File: src/rtl/gelato_warp_pc_stepper_pkg.sv
// Shared types for the warp PC stepper: FSM states, control-flow opcodes
// and the split table index width.
package gelato_warp_pc_stepper_pkg;

    localparam int SPLIT_TABLE_NUM_W = 4;

    typedef enum logic [2:0] {
        KICK,
        SEL,
        REQ,
        RSP,
        OUT,
        UPD
    } pc_stepper_state_t;

    localparam logic [6:0] OPC_BRANCH = 7'b1100011;
    localparam logic [6:0] OPC_JAL    = 7'b1101111;
    localparam logic [6:0] OPC_JALR   = 7'b1100111;
    localparam logic [6:0] OPC_SYSTEM = 7'b1110011;

endpackage

File: src/rtl/gelato_warp_pc_stepper_if.sv
// Split table <-> PC stepper links: selected entry in, entry update out
// (update also carries the combinational thread mask lookup back).
interface gelato_select_pc_if #(
    parameter int ADDR_W   = 32,
    parameter int ST_NUM_W = 4
);
    logic                valid;
    logic [ADDR_W-1:0]   pc;
    logic [ST_NUM_W-1:0] split_table_num;

    modport master (output valid, pc, split_table_num);
    modport slave  (input  valid, pc, split_table_num);
endinterface

interface gelato_update_pc_if #(
    parameter int ADDR_W     = 32,
    parameter int ST_NUM_W   = 4,
    parameter int THREAD_NUM = 32
);
    logic                  valid;
    logic [ST_NUM_W-1:0]   split_table_num;
    logic [ADDR_W-1:0]     pc;
    logic                  stall;
    logic [THREAD_NUM-1:0] thread_mask;

    modport master (
        output valid, split_table_num, pc, stall,
        input  thread_mask
    );
    modport slave (
        input  valid, split_table_num, pc, stall,
        output thread_mask
    );
endinterface

File: src/rtl/gelato_warp_pc_stepper_predecode.sv
// Control-flow predecode: control transfers park the entry at its own PC,
// everything else falls through to pc+4.
module gelato_inst_predecode
    import gelato_warp_pc_stepper_pkg::*;
#(
    parameter int ADDR_W = 32
) (
    input  logic [6:0]        opcode,
    input  logic [ADDR_W-1:0] pc,
    output logic              stall,
    output logic [ADDR_W-1:0] next_pc
);

    always_comb begin
        stall   = 1'b0;
        next_pc = pc + ADDR_W'(4);
        case (opcode)
            OPC_BRANCH, OPC_JAL, OPC_JALR, OPC_SYSTEM: begin
                stall   = 1'b1;
                next_pc = pc;
            end
            default: ;
        endcase
    end

endmodule

File: src/rtl/gelato_warp_pc_stepper.sv
// Per-warp PC stepper: fetches the selected split table entry's instruction,
// hands it to decode, then writes the entry's next PC / stall back.
module gelato_warp_pc_stepper
    import gelato_warp_pc_stepper_pkg::*;
#(
    parameter int ADDR_W     = 32,
    parameter int INST_W     = 32,
    parameter int THREAD_NUM = 32,
    parameter int ST_NUM_W   = SPLIT_TABLE_NUM_W
) (
    input  logic                  clk,
    input  logic                  rst_n,
    input  logic                  rdy,
    gelato_select_pc_if.slave     select,
    gelato_update_pc_if.master    update,
    output logic                  ic_req_valid,
    input  logic                  ic_req_ready,
    output logic [ADDR_W-1:0]     ic_req_addr,
    input  logic                  ic_rsp_valid,
    input  logic [INST_W-1:0]     ic_rsp_data,
    output logic                  inst_valid,
    input  logic                  inst_ready,
    output logic [INST_W-1:0]     inst_data,
    output logic [ADDR_W-1:0]     inst_pc,
    output logic [THREAD_NUM-1:0] inst_thread_mask,
    output logic [ST_NUM_W-1:0]   inst_split_table_num
);

    pc_stepper_state_t state, state_nx;

    logic [ADDR_W-1:0]     pc_q;
    logic [ST_NUM_W-1:0]   num_q;
    logic [INST_W-1:0]     inst_q;
    logic [THREAD_NUM-1:0] mask_q;
    logic                  pass_q;
    logic                  got_q;
    logic                  rsp_hit;
    logic                  pd_stall;
    logic [ADDR_W-1:0]     pd_next_pc;

    gelato_inst_predecode #(
        .ADDR_W (ADDR_W)
    ) u_predecode (
        .opcode  (inst_q[6:0]),
        .pc      (pc_q),
        .stall   (pd_stall),
        .next_pc (pd_next_pc)
    );

    // A response that arrived while frozen still counts once rdy returns.
    assign rsp_hit = ic_rsp_valid || got_q;

    always_comb begin
        state_nx = state;
        if (rdy) begin
            unique case (state)
                KICK: state_nx = SEL;
                SEL:  state_nx = select.valid ? REQ : UPD;
                REQ:  if (ic_req_ready) state_nx = RSP;
                RSP:  if (rsp_hit) state_nx = OUT;
                OUT:  if (inst_ready) state_nx = UPD;
                UPD:  state_nx = SEL;
                default: state_nx = KICK;
            endcase
        end
    end

    always_comb begin
        update.valid = rst_n && rdy && (state == KICK || state == UPD);
        update.split_table_num = num_q;
        update.pc    = pc_q;
        update.stall = 1'b1;
        unique case (state)
            KICK: begin
                update.split_table_num = '0;
                update.pc    = '0;
                update.stall = 1'b0;
            end
            SEL: begin
                update.split_table_num = select.split_table_num;
                update.pc    = select.pc;
            end
            UPD: begin
                if (!pass_q) begin
                    update.pc    = pd_next_pc;
                    update.stall = pd_stall;
                end
            end
            default: ;
        endcase
    end

    assign ic_req_valid = rst_n && (state == REQ);
    assign ic_req_addr  = pc_q;

    assign inst_valid           = rst_n && (state == OUT);
    assign inst_data            = inst_q;
    assign inst_pc              = pc_q;
    assign inst_thread_mask     = mask_q;
    assign inst_split_table_num = num_q;

    always_ff @(posedge clk) begin
        if (!rst_n) begin
            state  <= KICK;
            pc_q   <= '0;
            num_q  <= '0;
            inst_q <= '0;
            mask_q <= '0;
            pass_q <= 1'b0;
            got_q  <= 1'b0;
        end else begin
            if (rdy) begin
                state <= state_nx;
            end
            if (rdy && state == SEL) begin
                pc_q   <= select.pc;
                num_q  <= select.split_table_num;
                pass_q <= !select.valid;
            end
            if (state == RSP && ic_rsp_valid && !got_q) begin
                inst_q <= ic_rsp_data;
                got_q  <= 1'b1;
            end
            // update.split_table_num already shows num_q here.
            if (rdy && state == RSP && rsp_hit) begin
                got_q  <= 1'b0;
                mask_q <= update.thread_mask;
            end
        end
    end

endmodule

File: src/flat_wrapper.sv
// flat-port wrapper written by rule: the top's interface ports become plain ports
module gelato_warp_pc_stepper_flat import gelato_warp_pc_stepper_pkg::*;
#(
    parameter int ADDR_W     = 32,
    parameter int INST_W     = 32,
    parameter int THREAD_NUM = 32,
    parameter int ST_NUM_W   = SPLIT_TABLE_NUM_W
)
  (clk, rst_n, rdy, ic_req_valid, ic_req_ready, ic_req_addr, ic_rsp_valid, ic_rsp_data, inst_valid, inst_ready, inst_data, inst_pc, inst_thread_mask, inst_split_table_num, select_valid, select_pc, select_split_table_num, update_valid, update_split_table_num, update_pc, update_stall, update_thread_mask);
  gelato_select_pc_if #(.ADDR_W(ADDR_W), .ST_NUM_W(ST_NUM_W)) select_i ();
  gelato_update_pc_if #(.ADDR_W(ADDR_W), .ST_NUM_W(ST_NUM_W), .THREAD_NUM(THREAD_NUM)) update_i ();
  input  logic clk;
  input  logic rst_n;
  input  logic rdy;
  output logic ic_req_valid;
  input  logic ic_req_ready;
  output logic [ADDR_W-1:0] ic_req_addr;
  input  logic ic_rsp_valid;
  input  logic [INST_W-1:0] ic_rsp_data;
  output logic inst_valid;
  input  logic inst_ready;
  output logic [INST_W-1:0] inst_data;
  output logic [ADDR_W-1:0] inst_pc;
  output logic [THREAD_NUM-1:0] inst_thread_mask;
  output logic [ST_NUM_W-1:0] inst_split_table_num;
  input wire logic [$bits(select_i.valid)-1:0] select_valid;
  input wire logic [$bits(select_i.pc)-1:0] select_pc;
  input wire logic [$bits(select_i.split_table_num)-1:0] select_split_table_num;
  output wire logic [$bits(update_i.valid)-1:0] update_valid;
  output wire logic [$bits(update_i.split_table_num)-1:0] update_split_table_num;
  output wire logic [$bits(update_i.pc)-1:0] update_pc;
  output wire logic [$bits(update_i.stall)-1:0] update_stall;
  input wire logic [$bits(update_i.thread_mask)-1:0] update_thread_mask;
  assign select_i.valid = select_valid;
  assign select_i.pc = select_pc;
  assign select_i.split_table_num = select_split_table_num;
  assign update_valid = update_i.valid;
  assign update_split_table_num = update_i.split_table_num;
  assign update_pc = update_i.pc;
  assign update_stall = update_i.stall;
  assign update_i.thread_mask = update_thread_mask;
  gelato_warp_pc_stepper #(.ADDR_W(ADDR_W), .INST_W(INST_W), .THREAD_NUM(THREAD_NUM), .ST_NUM_W(ST_NUM_W)) u_core (.clk(clk), .rst_n(rst_n), .rdy(rdy), .select(select_i), .update(update_i), .ic_req_valid(ic_req_valid), .ic_req_ready(ic_req_ready), .ic_req_addr(ic_req_addr), .ic_rsp_valid(ic_rsp_valid), .ic_rsp_data(ic_rsp_data), .inst_valid(inst_valid), .inst_ready(inst_ready), .inst_data(inst_data), .inst_pc(inst_pc), .inst_thread_mask(inst_thread_mask), .inst_split_table_num(inst_split_table_num));
endmodule
File: config.mk
export PLATFORM = sky130hd
export DESIGN_NAME = gelato_warp_pc_stepper_flat
export DESIGN_NICKNAME = d
export VERILOG_FILES = /design/src/rtl/gelato_warp_pc_stepper_pkg.sv /design/src/rtl/gelato_warp_pc_stepper_if.sv /design/src/rtl/gelato_warp_pc_stepper_predecode.sv /design/src/rtl/gelato_warp_pc_stepper.sv /design/src/flat_wrapper.sv
export SDC_FILE = /design/constraint.sdc
export NUM_CORES = 1
export LEC_CHECK = 0
export CORE_MARGIN = 8
export CORE_UTILIZATION = 37
export DETAILED_ROUTE_END_ITERATION = 10
export PLACE_DENSITY = 0.8
export SETUP_SLACK_MARGIN = 0.05
export SYNTH_ARGS = -nofsm -noshare
export SYNTH_HDL_FRONTEND = slang
export SYNTH_SLANG_ARGS = --single-unit
File: constraint.sdc
create_clock -name clk -period 2.2 [get_ports clk]
set_clock_uncertainty 0.15 [all_clocks]
set_input_delay 0.55 -clock clk [delete_from_list [all_inputs] [get_ports clk]]
set_output_delay 0.55 -clock clk [all_outputs]
set_load 0.02 [all_outputs]
==> run summary <==
Die Span X: 138 µm
Final WS setup: -0.697 ns
Worst Path Class, Setup: reg2out
CP Launch Type: flop
Post-Synthesis Cells: 739
post-synth top area cell: dfxtp_1
initial antenna violation count: 1
dpl hpwl: 16.5 mm
nets: 1,229
IO Port Bufs: 278
drt drc: 0
Core Box Area: 14,500 µm²
Ports: 279
endpoint class of the critical path: output port
Worst-Margin Slew: 0.930 ns
max cap viols: 0
synthesis-stage register bit count: 105
Clock Sinks: 105
Starting Density: 37.7%
largest net degree at the start of global routing: 103
Crit path required time: 1.50 ns
# hold bufs at CTS: 0
Max FO, Critical Path: 4
placed insts: 1,253
Tot Pwr: 0.00499 W
synth warn: 0
top-count cell post-synth: nand2_1
Synth cell types: 54
fin crit period: 2.90 ns
count of final max-slew check failures: 0
CTS tree: built
CTS Root Cell: clkbuf_16
Non-Filler Instances: 1,310
ys flop type: dfxtp_1
final setup fails: 39
power per standard cell area: 460 nW/µm²
GRT Resource Usage Total: 24.9%
clk slew on worst S/H paths: 0.08 ns
vias post-DR: 7,147
post-synth top area share: 38.3%
failing checks: setup timing
proportion of layout cells with a drive suffix above 1: 34.2%
unrepaired setup endpoints after global routing: yes
Inserted Diodes: 0
count of standard-cell rows: 44
Via density: 5.46
Num CTS Buffers: 9
worst hold path type: reg2reg
Longest Clk Path Bufs: 2
htree depth: 3
outcome: finished with violations
DRT Pass-1 Iters: 5
Final Cycle Share: 132%
VDD IR max: 0.000445 V
Clock Latency Late Sink: 0.35 ns
Final ANT Viol Nets: 0
Fin. Hold Viols: 0
GP Congestion: 0.874
utilization after layout: 74.5%
fraction of registers with async set/reset: 0%
DIE AREA: 19,000 µm²
vias in the first global route: 7,155
Slew HR: 38.0%
fmax: 345 MHz
syn avg cell area: 7.42 µm²
DRT iter0 DRCs: 545
largest cells by area after synthesis: dfxtp_1, nand2_1, a21boi_0, buf_4, clkbuf_1
syn_nets: 847
commonest cells in the netlist: nand2_1, dfxtp_1, a21boi_0
critical path arrival: 2.20 ns
first-pass GRT wire length: 37.2 mm
Die Y: 138 µm
Seq/Total Area, Yosys: 38.3%
mapped cell area: 5490 µm²
area grow syn2layout: 97.5%
Post-synth EDFFs: 0
routed wire length: 26.0 mm
leakage power: 4.56 nW
per-cell routed wire length: 19.8 µm
global route overflow: 0
==> power breakdown <==
| group | leakage (nW) | internal, W | switching [W] | total [W] |
|---|---|---|---|---|
| combinational | 3.54 | 0.000680 | 0.000659 | 0.00134 |
| sequential | 0.865 | 0.00194 | 0.0000388 | 0.00197 |
| clock | 0.151 | 0.000869 | 0.000804 | 0.00167 |
| total | 4.56 | 0.00348 | 0.00150 | 0.00499 |
==> critical path, cell delays in order (launching register included) <==
cell	delay [ns]
dfxtp_2	0.34
buf_6	0.09
nand4_1	0.13
buf_4	0.18
o21ai_4	0.26
buf_6	0.15
nand4bb_4	0.13
xnor2_2	0.13
o22ai_2	0.11
nor2_2	0.18
buf_6	0.14
==> cell type report <==
cell class | instances | area (µm²)
multi-input combinational | 546 | 3730
inverter | 6 | 22.5
clock inverter | 5 | 53.8
clock buffer | 11 | 254
tap | 184 | 230
sequential | 105 | 2170
timing repair buffer | 453 | 4380
fill | 989 | 3700
==> stage by stage <==
| stage | TNS [ns] | setup WS [ns] | hold WS (ns) | area, µm² |
|---|---|---|---|---|
| 2_1_floorplan | -4.16 | -0.296 | 0.305 | 5840 |
| 6_report | -19.00 | -0.697 | 0.315 | 10800 |
| 3_3_place_gp | -23.50 | -0.767 | 0.300 | 9480 |
| 4_1_cts | -16.67 | -0.650 | 0.318 | 10300 |
| 5_1_grt | -21.80 | -0.774 | 0.337 | 10800 |
| 3_5_place_dp | -25.75 | -0.791 | 0.308 | 9480 |
==> cells in the final DEF (no fill, tap or decap), drive strengths merged, types with 2 or more instances in the layout <==
cell type and n:
a21oi 16, a21boi 103, mux2i 3, buf 215, nor4 3, o21ai 26, or2 2, nand2 251
nor2 20, or3 6, nor3 11, clkbuf 11, nor2b 6, a22o 6, dlygate4sd2 57, a31oi 3
a211o 2, nand3 23, o211ai 8, dlymetal6s2s 12, and3 6, o22ai 2, and4 3, clkdlybuf4s50 168
dfxtp 105, nand4 10, a41oi 2, inv 10, xnor2 2, a22oi 2, o311ai 11, or4 2
==> state kept, by name, indices dropped and copies added, names as in the netlist <==
register / count
u_core.ic_req_addr: 32
u_core.state: 3
u_core.got_q: 1
u_core.inst_data: 32
u_core.inst_split_table_num: 4
u_core.pass_q: 1
u_core.inst_thread_mask: 32
==> kinds of logic after synthesis <==
group	after synthesis	share of synthesized area, %
simple gates	349	27.2
compound gates	189	24.6
flops	105	38.3
buf+inv	88	8.44
mux	4	0.753
xor+xnor	3	0.479
fa+ha+maj	1	0.228
==> worst paths after layout <==
kind	start	end	slack [ns]	cells past startpoint
worst min-delay path	u_core.inst_thread_mask[19]$_SDFFE_PN0P_	u_core.inst_thread_mask[19]$_SDFFE_PN0P_	0.32	2
worst min register to register	u_core.inst_thread_mask[19]$_SDFFE_PN0P_	u_core.inst_thread_mask[19]$_SDFFE_PN0P_	0.32	2
worst max-delay path	u_core.inst_data[5]$_SDFFE_PN0P_	update_pc[25]	-0.70	10
worst max register to register	u_core.state[0]$_SDFFE_PN0P_	u_core.ic_req_addr[21]$_SDFFE_PN0P_	0.08	11
==> what timing repair did <==
action                     4_1_cts  5_1_grt
pin swaps                       58       32
gates cloned                     1        0
setup buffers                   22       19
resized for setup              386       82
setup endpoints to repair       85       54
==> metal layers <==
metal	up-vias	share of wire, %	track usage (%)
met2	452	48	41.3
met1	3305	35	26.6
met5	-	0.042	0
met3	124	12	9.66
met4	2	4.9	14.1
li1	3264	-	-
Note: power is estimated with default switching activity, not from simulation.
